## src/rtl/ballot_pkg.sv

```systemverilog
// ============================================================================
// Module   : ballot_pkg
// Purpose  : Shared widths, limits, FSM state encoding and helpers for the
//            ballot recorder.
// Revision : 1.0 - initial release
// ============================================================================
`default_nettype none

package ballot_pkg;

   localparam int NUM_CANDIDATES = 4;
   localparam int VOTE_W         = 8;
   localparam int TOTAL_W        = 10;
   localparam int CAND_IDX_W     = $clog2(NUM_CANDIDATES);
   localparam int CAND_CNT_W     = $clog2(NUM_CANDIDATES + 1);

   localparam logic [VOTE_W-1:0] VOTE_MAX = {VOTE_W{1'b1}};

   typedef enum logic [1:0] {
      ST_IDLE         = 2'd0,
      ST_RECORD       = 2'd1,
      ST_WAIT_RELEASE = 2'd2,
      ST_LOCKOUT      = 2'd3
   } state_t;

   function automatic logic [CAND_CNT_W-1:0] count_ones(input logic [NUM_CANDIDATES-1:0] v);
      logic [CAND_CNT_W-1:0] n;
      n = '0;
      for (int i = 0; i < NUM_CANDIDATES; i++) begin
         n = n + CAND_CNT_W'(v[i]);
      end
      return n;
   endfunction

   // Lowest set bit wins; callers only use it on a one-hot vector.
   function automatic logic [CAND_IDX_W-1:0] onehot_index(input logic [NUM_CANDIDATES-1:0] v);
      logic [CAND_IDX_W-1:0] idx;
      idx = '0;
      for (int i = NUM_CANDIDATES - 1; i >= 0; i--) begin
         if (v[i]) idx = CAND_IDX_W'(i);
      end
      return idx;
   endfunction

endpackage

`default_nettype wire

```

## src/rtl/button_debouncer.sv

```systemverilog
// ============================================================================
// Module   : button_debouncer
// Purpose  : Two-flop synchronizer followed by a stability counter; exposes
//            the accepted level and a one-cycle rise pulse.
// Revision : 1.0 - initial release
// ============================================================================
`default_nettype none

module button_debouncer #(
   parameter int DEBOUNCE_CYCLES = 1000000
) (
   input  logic clock,
   input  logic reset,
   input  logic button,
   output logic level,
   output logic rise
);

   localparam int              c_cnt_w    = (DEBOUNCE_CYCLES > 1) ? $clog2(DEBOUNCE_CYCLES) : 1;
   localparam logic [c_cnt_w-1:0] c_cnt_last = c_cnt_w'(DEBOUNCE_CYCLES - 1);

   logic               r_sync1;
   logic               r_sync2;
   logic [c_cnt_w-1:0] r_cnt;
   logic               r_level;
   logic               r_rise;

   // The level flips on the DEBOUNCE_CYCLES-th consecutive differing sample.
   always_ff @(posedge clock or posedge reset) begin
      if (reset) begin
         r_sync1 <= 1'b0;
         r_sync2 <= 1'b0;
         r_cnt   <= '0;
         r_level <= 1'b0;
         r_rise  <= 1'b0;
      end else begin
         r_sync1 <= button;
         r_sync2 <= r_sync1;
         r_rise  <= 1'b0;
         if (r_sync2 == r_level) begin
            r_cnt <= '0;
         end else if (r_cnt == c_cnt_last) begin
            r_cnt   <= '0;
            r_level <= r_sync2;
            r_rise  <= r_sync2;
         end else begin
            r_cnt <= r_cnt + 1'b1;
         end
      end
   end

   assign level = r_level;
   assign rise  = r_rise;

endmodule

`default_nettype wire

```

## src/rtl/ballot_recorder.sv

```systemverilog
// ============================================================================
// Module   : ballot_recorder
// Purpose  : Four-candidate vote recorder with debounced buttons, multi-press
//            rejection, saturating tallies and a post-vote lockout.
//            Optional VOTE_TOTAL_EN adds a wrapping total_votes counter.
// Revision : 1.0 - initial release
// ============================================================================
`default_nettype none

module ballot_recorder
   import ballot_pkg::*;
#(
   parameter int DEBOUNCE_CYCLES = 1000000,
   parameter int LOCKOUT_CYCLES  = 100000000
) (
   input  logic              clock,
   input  logic              reset,
   input  logic              mode,
   input  logic              candidate1_button,
   input  logic              candidate2_button,
   input  logic              candidate3_button,
   input  logic              candidate4_button,
   output logic [VOTE_W-1:0] candidate1_vote,
   output logic [VOTE_W-1:0] candidate2_vote,
   output logic [VOTE_W-1:0] candidate3_vote,
   output logic [VOTE_W-1:0] candidate4_vote,
   output logic              valid_vote_casted,
   output logic              invalid_press
`ifdef VOTE_TOTAL_EN
   ,
   output logic [TOTAL_W-1:0] total_votes
`endif
);

   localparam int                  c_lock_w    = (LOCKOUT_CYCLES > 0) ? $clog2(LOCKOUT_CYCLES + 1) : 1;
   localparam logic [c_lock_w-1:0] c_lock_last = c_lock_w'(LOCKOUT_CYCLES - 1);

   logic [NUM_CANDIDATES-1:0] w_buttons;
   logic [NUM_CANDIDATES-1:0] w_level;
   logic [NUM_CANDIDATES-1:0] w_rise;
   logic [CAND_CNT_W-1:0]     w_level_cnt;
   logic [CAND_CNT_W-1:0]     w_rise_cnt;

   state_t                    r_state;
   state_t                    w_next;
   logic                      w_capture;
   logic                      w_invalid;
   logic [CAND_IDX_W-1:0]     r_sel;
   logic [c_lock_w-1:0]       r_lock_cnt;
   logic [VOTE_W-1:0]         r_tally [NUM_CANDIDATES];

   assign w_buttons = {candidate4_button, candidate3_button, candidate2_button, candidate1_button};

   generate
      for (genvar g = 0; g < NUM_CANDIDATES; g++) begin : g_debounce
         button_debouncer #(
            .DEBOUNCE_CYCLES (DEBOUNCE_CYCLES)
         ) u_debounce (
            .clock  (clock),
            .reset  (reset),
            .button (w_buttons[g]),
            .level  (w_level[g]),
            .rise   (w_rise[g])
         );
      end
   endgenerate

   assign w_level_cnt = count_ones(w_level);
   assign w_rise_cnt  = count_ones(w_rise);

   always_ff @(posedge clock or posedge reset) begin
      if (reset) begin
         r_state <= ST_IDLE;
      end else begin
         r_state <= w_next;
      end
   end

   // Rise pulses last one cycle, so edges seen outside IDLE are simply dropped.
   always_comb begin
      w_next    = r_state;
      w_capture = 1'b0;
      w_invalid = 1'b0;
      case (r_state)
         ST_IDLE: begin
            if (!mode && (w_rise_cnt != '0)) begin
               if ((w_rise_cnt == CAND_CNT_W'(1)) && (w_level_cnt == CAND_CNT_W'(1))) begin
                  w_next    = ST_RECORD;
                  w_capture = 1'b1;
               end else if (w_level_cnt > CAND_CNT_W'(1)) begin
                  w_next    = ST_WAIT_RELEASE;
                  w_invalid = 1'b1;
               end
            end
         end
         ST_RECORD: begin
            w_next = ST_WAIT_RELEASE;
         end
         ST_WAIT_RELEASE: begin
            if (w_level == '0) w_next = ST_LOCKOUT;
         end
         ST_LOCKOUT: begin
            if (r_lock_cnt == c_lock_last) w_next = ST_IDLE;
         end
         default: begin
            w_next = ST_IDLE;
         end
      endcase
   end

   always_ff @(posedge clock or posedge reset) begin
      if (reset) begin
         r_sel      <= '0;
         r_lock_cnt <= '0;
      end else begin
         if (w_capture) r_sel <= onehot_index(w_rise);
         if ((w_next == ST_LOCKOUT) && (r_state != ST_LOCKOUT)) begin
            r_lock_cnt <= '0;
         end else if (r_state == ST_LOCKOUT) begin
            r_lock_cnt <= r_lock_cnt + 1'b1;
         end
      end
   end

   always_ff @(posedge clock or posedge reset) begin
      if (reset) begin
         for (int i = 0; i < NUM_CANDIDATES; i++) begin
            r_tally[i] <= '0;
         end
      end else if ((r_state == ST_RECORD) && (r_tally[r_sel] != VOTE_MAX)) begin
         r_tally[r_sel] <= r_tally[r_sel] + 1'b1;
      end
   end

`ifdef VOTE_TOTAL_EN
   logic [TOTAL_W-1:0] r_total;

   // Saturated votes still count here; wraps naturally at 2**TOTAL_W.
   always_ff @(posedge clock or posedge reset) begin
      if (reset) begin
         r_total <= '0;
      end else if (r_state == ST_RECORD) begin
         r_total <= r_total + 1'b1;
      end
   end

   assign total_votes = r_total;
`endif

   assign candidate1_vote   = r_tally[0];
   assign candidate2_vote   = r_tally[1];
   assign candidate3_vote   = r_tally[2];
   assign candidate4_vote   = r_tally[3];
   assign valid_vote_casted = (r_state == ST_RECORD);
   assign invalid_press     = w_invalid;

endmodule

`default_nettype wire

```

## config.mk

```make
export PLATFORM = sky130hd
export DESIGN_NAME = ballot_recorder
export DESIGN_NICKNAME = d
export VERILOG_FILES = /design/src/rtl/ballot_pkg.sv /design/src/rtl/button_debouncer.sv /design/src/rtl/ballot_recorder.sv
export SDC_FILE = /design/constraint.sdc
export NUM_CORES = 1
export LEC_CHECK = 0
export ABC_AREA = 1
export CAP_MARGIN = 20
export CORE_MARGIN = 3
export CORE_UTILIZATION = 60
export DETAILED_ROUTE_END_ITERATION = 6
export MAX_ROUTING_LAYER = met4
export PLACE_DENSITY = 0.75
export SLEW_MARGIN = 20
export SYNTH_ARGS = -nofsm -noshare
export SYNTH_HDL_FRONTEND = slang
export SYNTH_SLANG_ARGS = --single-unit
```

## constraint.sdc

```tcl
create_clock -name clock -period 6.6 [get_ports clock]
set_input_delay 0.66 -clock clock [delete_from_list [all_inputs] [get_ports clock]]
set_output_delay 0.66 -clock clock [all_outputs]
set_load 0.1 [all_outputs]
```

==> run_results.csv <==
group,metric,value,unit
die,die_h,125.5,µm
sta,tightest_slew,1012,ps
drt,drc_errors,0,
drt,via_per_inst,5.332,
setup_path,crit_path_top_delay_cell,"clkdlybuf4s50_1",
die,io_pins,41,
logic_synthesis,async_flop_share,1.000,
die,die_w,125.5,µm
sta,finalHoldViolCount,0,
sta,final_max_slew_viol_count,0,
clock_network,cts_root_buf,"clkbuf_16",
pwr,p_leak,4.556,nW
setup_path,crit_chain,"inv_1 > fa_1 > inv_1 > ha_1 > ha_1 > nor3_1 > or2_2 > inv_1 > nand2_1 > nor3_1 > clkdlybuf4s50_1",
sta,rsz0062_at_grt,"false",
die,core_area,0.01393,mm²
clock_network,clockBufferDepth,2,
drt,vias,7406,
logic_synthesis,yosysWarnings,0,
logic_synthesis,synth_seq_cells,159,
grt,antenna_found_initial,0,
setup_path,startpoint_type,"register",
sta,layout_worst_path_cycle_share,0.6717,
drt,drt-pass1-iter-count,5,
cells_and_area,seqCellArea,0.003979,mm²
sta,slew-limit-headroom,0.3235,
cells_and_area,finalNetCount,1217,
drt,drt-total-wl,18280,µm
setup_path,worst_setup_path_end_kind,"output pin",
logic_synthesis,synthesis.instances,1146,
sta,finalSetupViolations,0,
clock_network,numCtsBuffers,17,
logic_synthesis,synth_area,0.008568,mm²
setup_path,cp.arrival,3770,ps
grt,grt_overflow,0,
pwr,power-per-cell-area,210.2,mW/mm²
drt,antenna_left,0,
die,initial_utilization,0.6149,
pwr,ir_drop,0.2209,mV
cells_and_area,multi_input_area,0.004020,mm²
placed_design,io_buffer_count,40,
sta,min_period,4433,ps
setup_path,worstSetupPathType,"reg2out",
die,row_count,43,
setup_path,cp_common_cell,"inv_1",
setup_path,worst_r2r_path_depth,13,
clock_network,clk_pin_slew_worst_paths,60,ps
cells_and_area,layout-drive-gt1-share,0.05045,
worst_hold_path,min_path_type,"reg2reg",
cells_and_area,area_delta_synth_final,13.62,%
setup_path,max_stage_delay,1190,ps
logic_synthesis,seq_area_frac_synth,0.4644,
grt,grt_pass1_wl,31480,µm
worst_hold_path,hold_depth,0,
die,dieArea,0.01575,mm²
logic_synthesis,synth_cell_types,36,
logic_synthesis,syn_nets,1167,
clock_network,clk_latency,440,ps
placed_design,place_hpwl,12720,µm
clock_network,h-tree-depth,4,
grt,grtUsageTotal,0.2479,
setup_path,required,5940,ps
logic_synthesis,synth_edf_count,0,
logic_synthesis,avgSynthCellArea,7.477,µm²
placed_design,gp_congestion,0.9250,
clock_network,post-cts-setup-buffer-count,0,
clock_network,cts_tree,"built",
drt,wl_per_cell,13.16,µm
job,maxCapViolCount,0,
drt,first_iter_violations,574,
sta,fmax,0.2256,GHz
cells_and_area,fillCellCount,1155,
clock_network,cts_resized,0,
setup_path,cp_max_fo,3,
logic_synthesis,synth_top_flop_cell,"dfrtp_1",
cells_and_area,antenna_cells,0,
sta,holdWs,352.0,ps
sta,finalClockSkew,7.312,ps
clock_network,clock_sinks,159,
setup_path,reg2reg_slack,3900,ps
sta,setup_tns,0,ps
outcome,status,"finished, final reports clean",
clock_network,hold_buffers,0,
grt,grt_start_max_net_pins,97,
grt,grt_pass1_vias,6896,
==> registers in the layout, summed over array words and instances (netlist names) <==
register / flops
candidate1_vote: 8
r_sel: 2
g_debounce.u_debounce.rise: 4
candidate3_vote: 8
g_debounce.u_debounce.level: 4
g_debounce.u_debounce.r_sync2: 4
r_lock_cnt: 27
g_debounce.u_debounce.r_sync1: 4
g_debounce.u_debounce.r_cnt: 80
r_state: 2
candidate4_vote: 8
candidate2_vote: 8
==> routing by layer <==
layer | global-route usage | wire length [µm] | vias up
met2 | 0.3921 | 8740 | 169
li1 | - | - | 3756
met1 | 0.3259 | 8436 | 3453
met5 | - | 0 | -
met4 | 0.08355 | 302 | 0
met3 | 0.04485 | 800 | 28
==> synth_stat cells, types with 8 or more instances <==
| library cell | instances | area (µm²) |
|---|---|---|
| a21oi_1 | 18 | 90.09 |
| dfrtp_1 | 159 | 3979 |
| ha_1 | 12 | 150.1 |
| inv_1 | 124 | 465.5 |
| nand2_1 | 341 | 1280 |
| nand3_1 | 75 | 375.4 |
| nand4_1 | 29 | 181.4 |
| nor2_1 | 181 | 679.4 |
| nor2_2 | 8 | 50.05 |
| nor3_1 | 46 | 230.2 |
| nor3b_1 | 8 | 60.06 |
| o21ai_0 | 26 | 130.1 |
| o21ai_1 | 18 | 90.09 |
| xor2_1 | 31 | 271.5 |
==> layout by cell type, fill, tap and decap left out, types with 6 or more instances in the layout <==
master           instances
nor4_1                   6
a21oi_1                 18
o21ai_0                 26
o21ai_1                 18
nand2_1                341
clkbuf_16               17
nor2_1                 181
nand4_1                 29
inv_1                  123
nand2_2                  6
nor3b_1                  8
nand3b_1                 6
nor2_2                   8
nor3_1                  46
ha_1                    12
clkdlybuf4s50_1         40
dfrtp_1                159
nand3_1                 75
xor2_1                  31
==> report_power, final <==
part / switching, mW / internal, mW / leakage [nW] / total, mW
Combinational: 0.0346 / 0.0110 / 2.12 / 0.0456
Clock: 0.389 / 0.624 / 0.282 / 1.01
Sequential: 0.00526 / 0.983 / 2.15 / 0.988
Total: 0.429 / 1.62 / 4.56 / 2.05
==> through the flow <==
step	worst slack [ps]	area [µm²]	utilization	total power [mW]	std cells
floorplan	1648	8568	-	1.037	1146
global placement	2675	9125	0.6548	1.053	1357
detailed placement	2623	9125	0.6548	1.053	1357
CTS	2175	9736	0.6987	2.065	1389
global route	1937	9736	0.6987	2.107	1389
finish	2167	9736	0.6987	2.047	1389
==> cells by family (layout without fill, tap and decap cells) <==
family | Yosys count | in the layout | synth area share
AOI/OAI and AO/OA | 71 | 71 | 0.04352
xor gates and xnor gates | 36 | 36 | 0.03680
adders and majority gates | 14 | 14 | 0.02220
buffers and inverters | 140 | 203 | 0.06644
DFF | 159 | 159 | 0.4644
and+or+nand+nor | 726 | 726 | 0.3667
==> final cells by class <==
class,count,area share
clock inverter,9,0.01362
clock buffer,23,0.04909
multi-input combinational,847,0.4129
timing repair buffer,41,0.04190
inverter,130,0.05064
tap,180,0.02313
sequential,159,0.4087
==> path summary, 6_finish.rpt <==
path                                                                 start                                           to
worst max-delay path               g_debounce[0].u_debounce.rise$_DFF_PP0_                                invalid_press
worst min-delay path            g_debounce[0].u_debounce.r_sync1$_DFF_PP0_   g_debounce[0].u_debounce.r_sync2$_DFF_PP0_
worst max register to register                        r_sel[0]$_DFFE_PP0P_               candidate3_vote[4]$_DFFE_PP0P_
worst min register to register  g_debounce[0].u_debounce.r_sync1$_DFF_PP0_   g_debounce[0].u_debounce.r_sync2$_DFF_PP0_
max in group asynchronous                                            reset               candidate1_vote[0]$_DFFE_PP0P_
min in group asynchronous                                            reset  g_debounce[1].u_debounce.r_cnt[7]$_DFF_PP0_
==> critical path, delay by kind of cell, from the launching register on <==
kind / cells / cell delay [ps]
adders and majority gates: 3 / 1010
buffers and inverters: 4 / 1380
DFF: 1 / 320
and+or+nand+nor: 4 / 610
(Power assumes the default switching activity.)
